## config.mk

```make
export PLATFORM = sky130hd
export DESIGN_NAME = issue_sched
export DESIGN_NICKNAME = d
export VERILOG_FILES = /design/src/rtl/issue_sched.sv
export SDC_FILE = /design/constraint.sdc
export NUM_CORES = 1
export LEC_CHECK = 0
export CAP_MARGIN = 30
export CORE_MARGIN = 4
export CORE_UTILIZATION = 43
export DETAILED_ROUTE_END_ITERATION = 6
export PLACE_DENSITY = 0.71
export SLEW_MARGIN = 20
export SYNTH_ARGS = -nofsm -noshare
export SYNTH_HDL_FRONTEND = slang
export SYNTH_SLANG_ARGS = --single-unit
```

## constraint.sdc

```tcl
create_clock -name clk -period 4 [get_ports clk]
set_input_delay 0.8 -clock clk [delete_from_list [all_inputs] [get_ports clk]]
set_output_delay 0.8 -clock clk [all_outputs]
set_load 0.005 [all_outputs]
```

## src/rtl/issue_sched.sv

```systemverilog
// rtl/issue_sched.sv - in-order single-issue scheduler with register scoreboard and multi-cycle tracking
// Optional build macro ISSUE_SCHED_WB_BYPASS_EN: writeback clears the hazard bit in the same cycle.
module issue_sched #(
   parameter int MUL_LAT = 3,
   parameter int DIV_LAT = 16
) (
   input  logic        clk,
   input  logic        rst,
   input  logic        in_valid,
   output logic        in_ready,
   input  logic [2:0]  in_kind,
   input  logic [2:0]  in_cond,
   input  logic [4:0]  in_op,
   input  logic [4:0]  in_rd,
   input  logic [4:0]  in_rs,
   input  logic [4:0]  in_rq,
   input  logic        in_wr,
   input  logic        flag_eq,
   input  logic        flag_lt,
   input  logic        wb_valid,
   input  logic [4:0]  wb_rd,
   output logic        iss_valid,
   input  logic        iss_ready,
   output logic [2:0]  iss_kind,
   output logic [4:0]  iss_op,
   output logic [4:0]  iss_rd,
   output logic [4:0]  iss_rs,
   output logic [4:0]  iss_rq,
   output logic        iss_wr,
   output logic        busy,
   output logic        err,
   output logic [31:0] sb,
   output logic [15:0] drop_cnt
);

   typedef enum logic [2:0] {
      KIND_RRR     = 3'd0,
      KIND_RRI     = 3'd1,
      KIND_MEM     = 3'd2,
      KIND_BRANCH  = 3'd3,
      KIND_CUSTOM  = 3'd4,
      KIND_INVALID = 3'd7
   } e_kind;

   typedef enum logic [2:0] {
      COND_AL = 3'd0, COND_EQ = 3'd1, COND_NE = 3'd2, COND_GT = 3'd3,
      COND_GE = 3'd4, COND_LT = 3'd5, COND_LE = 3'd6, COND_NV = 3'd7
   } e_cond;

   typedef enum logic [4:0] {
      BINOP_ADD = 5'd0, BINOP_SUB = 5'd1, BINOP_MUL = 5'd2,
      BINOP_DIV = 5'd3, BINOP_MOD = 5'd4
   } e_bin_op;

   typedef enum logic [1:0] {IDLE, HOLD, MULTI} state_t;

   state_t      state, state_nxt;
   logic [2:0]  h_kind, h_cond;
   logic [4:0]  h_op, h_rd, h_rs, h_rq;
   logic        h_wr;
   logic        lock;
   logic [7:0]  cnt;
   logic [7:0]  lat_m1;
   logic        kind_bad, cond_ok, hazard, fire, drop_inc;
   logic [31:0] sb_chk, wb_mask, set_mask;

   assign in_ready = (state == IDLE) && !rst;
   assign busy     = (state == MULTI);
   assign iss_kind = h_kind;
   assign iss_op   = h_op;
   assign iss_rd   = h_rd;
   assign iss_rs   = h_rs;
   assign iss_rq   = h_rq;
   assign iss_wr   = h_wr;
   assign wb_mask  = wb_valid ? (32'd1 << wb_rd) : 32'd0;
   assign set_mask = (fire && h_wr) ? (32'd1 << h_rd) : 32'd0;

   always_comb begin
      kind_bad = (h_kind == KIND_INVALID) || (h_kind == 3'd5) || (h_kind == 3'd6);
      case (h_cond)
         COND_AL: cond_ok = 1'b1;
         COND_EQ: cond_ok = flag_eq;
         COND_NE: cond_ok = !flag_eq;
         COND_GT: cond_ok = !flag_eq && !flag_lt;
         COND_GE: cond_ok = !flag_lt;
         COND_LT: cond_ok = flag_lt;
         COND_LE: cond_ok = flag_lt || flag_eq;
         default: cond_ok = 1'b0;
      endcase
`ifdef ISSUE_SCHED_WB_BYPASS_EN
      sb_chk = sb & ~wb_mask;
`else
      sb_chk = sb;
`endif
      hazard = sb_chk[h_rs] || sb_chk[h_rq] || (h_wr && sb_chk[h_rd]);
      lat_m1 = 8'd0;
      if ((h_kind == KIND_RRR) || (h_kind == KIND_RRI)) begin
         if (h_op == BINOP_MUL)
            lat_m1 = 8'(MUL_LAT - 1);
         else if ((h_op == BINOP_DIV) || (h_op == BINOP_MOD))
            lat_m1 = 8'(DIV_LAT - 1);
      end
   end

   always_comb begin
      state_nxt = state;
      iss_valid = 1'b0;
      err       = 1'b0;
      fire      = 1'b0;
      drop_inc  = 1'b0;
      case (state)
         IDLE: if (in_valid && in_ready) state_nxt = HOLD;
         HOLD: begin
            if (kind_bad) begin
               err       = 1'b1;
               drop_inc  = 1'b1;
               state_nxt = IDLE;
            end else if (lock || (cond_ok && !hazard)) begin
               // once offered, the instruction is committed regardless of flags or scoreboard
               iss_valid = 1'b1;
               if (iss_ready) begin
                  fire      = 1'b1;
                  state_nxt = (lat_m1 == 8'd0) ? IDLE : MULTI;
               end
            end else if (!cond_ok) begin
               drop_inc  = 1'b1;
               state_nxt = IDLE;
            end
         end
         MULTI: if (cnt <= 8'd1) state_nxt = IDLE;
         default: state_nxt = IDLE;
      endcase
   end

   always_ff @(posedge clk or posedge rst) begin
      if (rst) begin
         state    <= IDLE;
         h_kind   <= 3'd0;
         h_cond   <= 3'd0;
         h_op     <= 5'd0;
         h_rd     <= 5'd0;
         h_rs     <= 5'd0;
         h_rq     <= 5'd0;
         h_wr     <= 1'b0;
         lock     <= 1'b0;
         cnt      <= 8'd0;
         sb       <= 32'd0;
         drop_cnt <= 16'd0;
      end else begin
         state <= state_nxt;
         if (in_valid && in_ready) begin
            h_kind <= in_kind;
            h_cond <= in_cond;
            h_op   <= in_op;
            h_rd   <= in_rd;
            h_rs   <= in_rs;
            h_rq   <= in_rq;
            h_wr   <= in_wr;
         end
         lock <= iss_valid && !iss_ready;
         if (fire)
            cnt <= lat_m1;
         else if ((state == MULTI) && (cnt != 8'd0))
            cnt <= cnt - 8'd1;
         // set applied after clear so a same-cycle issue keeps its pending bit
         sb <= (sb & ~wb_mask) | set_mask;
         if (drop_inc && (drop_cnt != 16'hFFFF))
            drop_cnt <= drop_cnt + 16'd1;
      end
   end

endmodule

```

==> impl_metrics.json <==
{
  "drc": 0,
  "initial_utilization_pct": 44.8,
  "p_total_mw": 3.83,
  "postCtsSetupBuffers": 0,
  "pre_cts_ws_ns": 0.257,
  "grt_usage_pct": 20.7,
  "hpwl_um": 9730,
  "grt_pass1_vias": 3916,
  "cts_root_buf": "clkbuf_8",
  "tritoncts.num_buffers": 9,
  "fmax_ghz": 0.262,
  "ys.flop_type": "dfrtp_1",
  "drt-total-wl_um": 13000,
  "first_pass_iters": 5,
  "outcome": "completed",
  "fp.dieH_um": 112,
  "gp_congestion": 0.927,
  "peakVddDrop_v": 0.000272,
  "rsz0062_at_grt": "no",
  "rows": 37,
  "p_per_area_nw_per_um2": 618,
  "ys_ff_latch": 86,
  "drt_iter0_drc": 266,
  "cts_resized": 0,
  "seq_area_frac_synth_pct": 45.9,
  "grt_pass1_wl_um": 20900,
  "diodes": 0,
  "fill_cells": 887,
  "h-tree-depth": 3,
  "synthArstFlopShare_pct": 100,
  "clk_pin_slew_ns": 0.08,
  "fin_area_um2": 6200,
  "rrSetupSlack_ns": 0.89,
  "vias": 3847,
  "grt_overflow": 0,
  "crit_type": "reg -> out",
  "via_per_inst": 5.81,
  "max_stage_delay_ns": 0.67,
  "multi_input_area_um2": 2410,
  "synth_cell_types": 45,
  "finalMaxSlewViolations": 0,
  "dpl_cell_area_um2": 5970,
  "p_leak_nw": 2.53,
  "start_kind": "flip-flop",
  "crit_top_cell": "mux4_2",
  "clock-sinks": 86,
  "clock_latency_ns": 0.36,
  "worstMarginPinSlew_ns": 0.606,
  "io_buffers": 114,
  "crit_buf_inv": 1,
  "worstPathArrival_ns": 3.02,
  "grt_max_degree": 48,
  "hold_class": "reg -> reg",
  "postSynthAreaPerCell_um2": 11.4,
  "avgRoutedWirePerCell_um": 19.6,
  "endpoint_kind": "output port",
  "die_w_um": 112,
  "crit_path_max_fanout": 10,
  "yosysWarnings": 0,
  "layoutNonFillerInstCount": 662,
  "path_delay_family": "multiplexers",
  "ioPinCount": 115,
  "drive_above_1_share_pct": 15.2,
  "setup_tns_ns": 0,
  "fin_ws_ns": 0.177,
  "fin_crit_ns": 3.82,
  "fp.coreArea_um2": 10500,
  "setup-violations-final": 0,
  "tritoncts": "done",
  "relSlewSlack_pct": 59.2,
  "numPlacedInstances": 647,
  "synth_fp_nets": 456,
  "cts_hold_buf": 0,
  "drt.antenna.violating_nets": 0,
  "clock_path_buffers": 2,
  "final.period_utilization_pct": 95.6,
  "regArea_um2": 2150,
  "area_growth_pct": 32.1,
  "synthCells": 413,
  "synth_area_um2": 4690,
  "cp_data_required_time_ns": 3.20,
  "worstPathCellList": "mux4_2 -> mux4_2 -> mux2i_1 -> a31oi_1 -> nor2_1 -> clkdlybuf4s50_1",
  "hold_slack_ns": 0.492,
  "drv_cap": 0,
  "worst_clock_skew_ns": 0.00962,
  "dieArea_um2": 12600,
  "utilization_pct": 59.2,
  "synth_edf_count": 0,
  "nNetsFinal": 566,
  "hold_viol": 0,
  "antenna_found_initial": 0,
  "crit_path_top_delay_cell": "dfrtp_1"
}
## layout make-up
cell class | instances | share of cell area [%]
inverter | 9 | 0.565
sequential | 86 | 34.7
timing repair buffer | 121 | 19.7
clock buffer | 10 | 2.22
multi-input combinational | 296 | 38.9
clock inverter | 4 | 1.17
tap | 136 | 2.75
## worst paths after layout
check / from / end / depth (start not counted)
max: iss_rs[0] / iss_valid / 6
min: drop_cnt[7] / drop_cnt[7] / 1
max reg2reg: iss_rs[0] / sb[31] / 7
min reg2reg: drop_cnt[7] / drop_cnt[7] / 1
max in group asynchronous: rst / iss_rq[1] / 3
min in group asynchronous: rst / iss_op[3] / 2
## synth_stat cells (4+ instances only)
cell type / instances / area share, %
dfrtp_1: 86 / 46
o21ai_0: 39 / 4.2
mux2_2: 30 / 7.2
nand2_1: 30 / 2.4
o31ai_1: 30 / 4.8
mux4_2: 22 / 11
mux2i_1: 16 / 3.4
nor2_1: 15 / 1.2
nand3_1: 14 / 1.5
and2_1: 10 / 1.3
nor2b_1: 10 / 1.3
xnor2_1: 10 / 1.9
xor2_1: 10 / 1.9
buf_2: 9 / 0.96
inv_1: 9 / 0.72
clkbuf_1: 8 / 0.64
nor3_1: 7 / 0.75
nand2b_1: 6 / 0.80
buf_1: 5 / 0.40
ha_1: 4 / 1.1
or2_2: 4 / 0.53
## power breakdown
group	switching, mW	internal [mW]
Sequential	0.470	1.12
Combinational	0.621	0.957
Clock	0.298	0.361
## flip-flops by register name (all words and copies together) (netlist names), 5 cells and up
name / cells
cnt: 8
iss_rd: 5
sb: 32
drop_cnt: 16
iss_rq: 5
iss_op: 5
iss_rs: 5
## worst register-to-register path, cell delays in order, from the launching register on
cell and delay (ns):
dfrtp_1 0.67, mux4_2 0.58, mux4_2 0.47, mux2i_1 0.15
a31oi_1 0.13, buf_4 0.16, nand3b_4 0.39, o41ai_1 0.46
## cells in the final DEF (no fill, tap or decap), drive strengths merged, types with 3 or more instances in the layout
| cell | Yosys | layout |
|---|---|---|
| nor3 | 7 | 7 |
| ha | 4 | 4 |
| and2 | 10 | 10 |
| clkbuf | 8 | 10 |
| clkdlybuf4s50 | 0 | 114 |
| nand4 | 3 | 3 |
| dfrtp | 86 | 86 |
| buf | 14 | 7 |
| nand2 | 30 | 30 |
| o21ai | 39 | 39 |
| nand3 | 14 | 14 |
| or2 | 4 | 4 |
| nand2b | 6 | 6 |
| nor3b | 3 | 3 |
| o31ai | 30 | 30 |
| nor2b | 10 | 10 |
| a31oi | 3 | 3 |
| mux4 | 22 | 22 |
| nor2 | 15 | 15 |
| xnor2 | 10 | 10 |
| a22oi | 3 | 3 |
| mux2 | 30 | 30 |
| inv | 9 | 8 |
| mux2i | 16 | 16 |
| xor2 | 10 | 10 |
## metal layers
metal	wire, µm	vias to the layer above	global-route usage, %
met5	0	-	0
met3	912	21	4.53
met4	236	0	7.69
met2	6090	187	32.8
met1	5730	1884	28.2
li1	-	1755	-
## cells by family (layout without fill, tap and decap cells)
| logic type | after synthesis | in the layout | synth area share (%) |
|---|---|---|---|
| muxes | 68 | 68 | 21.2 |
| DFF | 86 | 86 | 45.9 |
| AOI/OAI and AO/OA | 93 | 93 | 13.0 |
| xor gates and xnor gates | 20 | 20 | 3.74 |
| and+or+nand+nor | 111 | 111 | 12.4 |
| adders and majority gates | 4 | 4 | 1.07 |
| buffers and inverters | 31 | 144 | 2.72 |
Note: power is estimated with default switching activity, not from simulation.
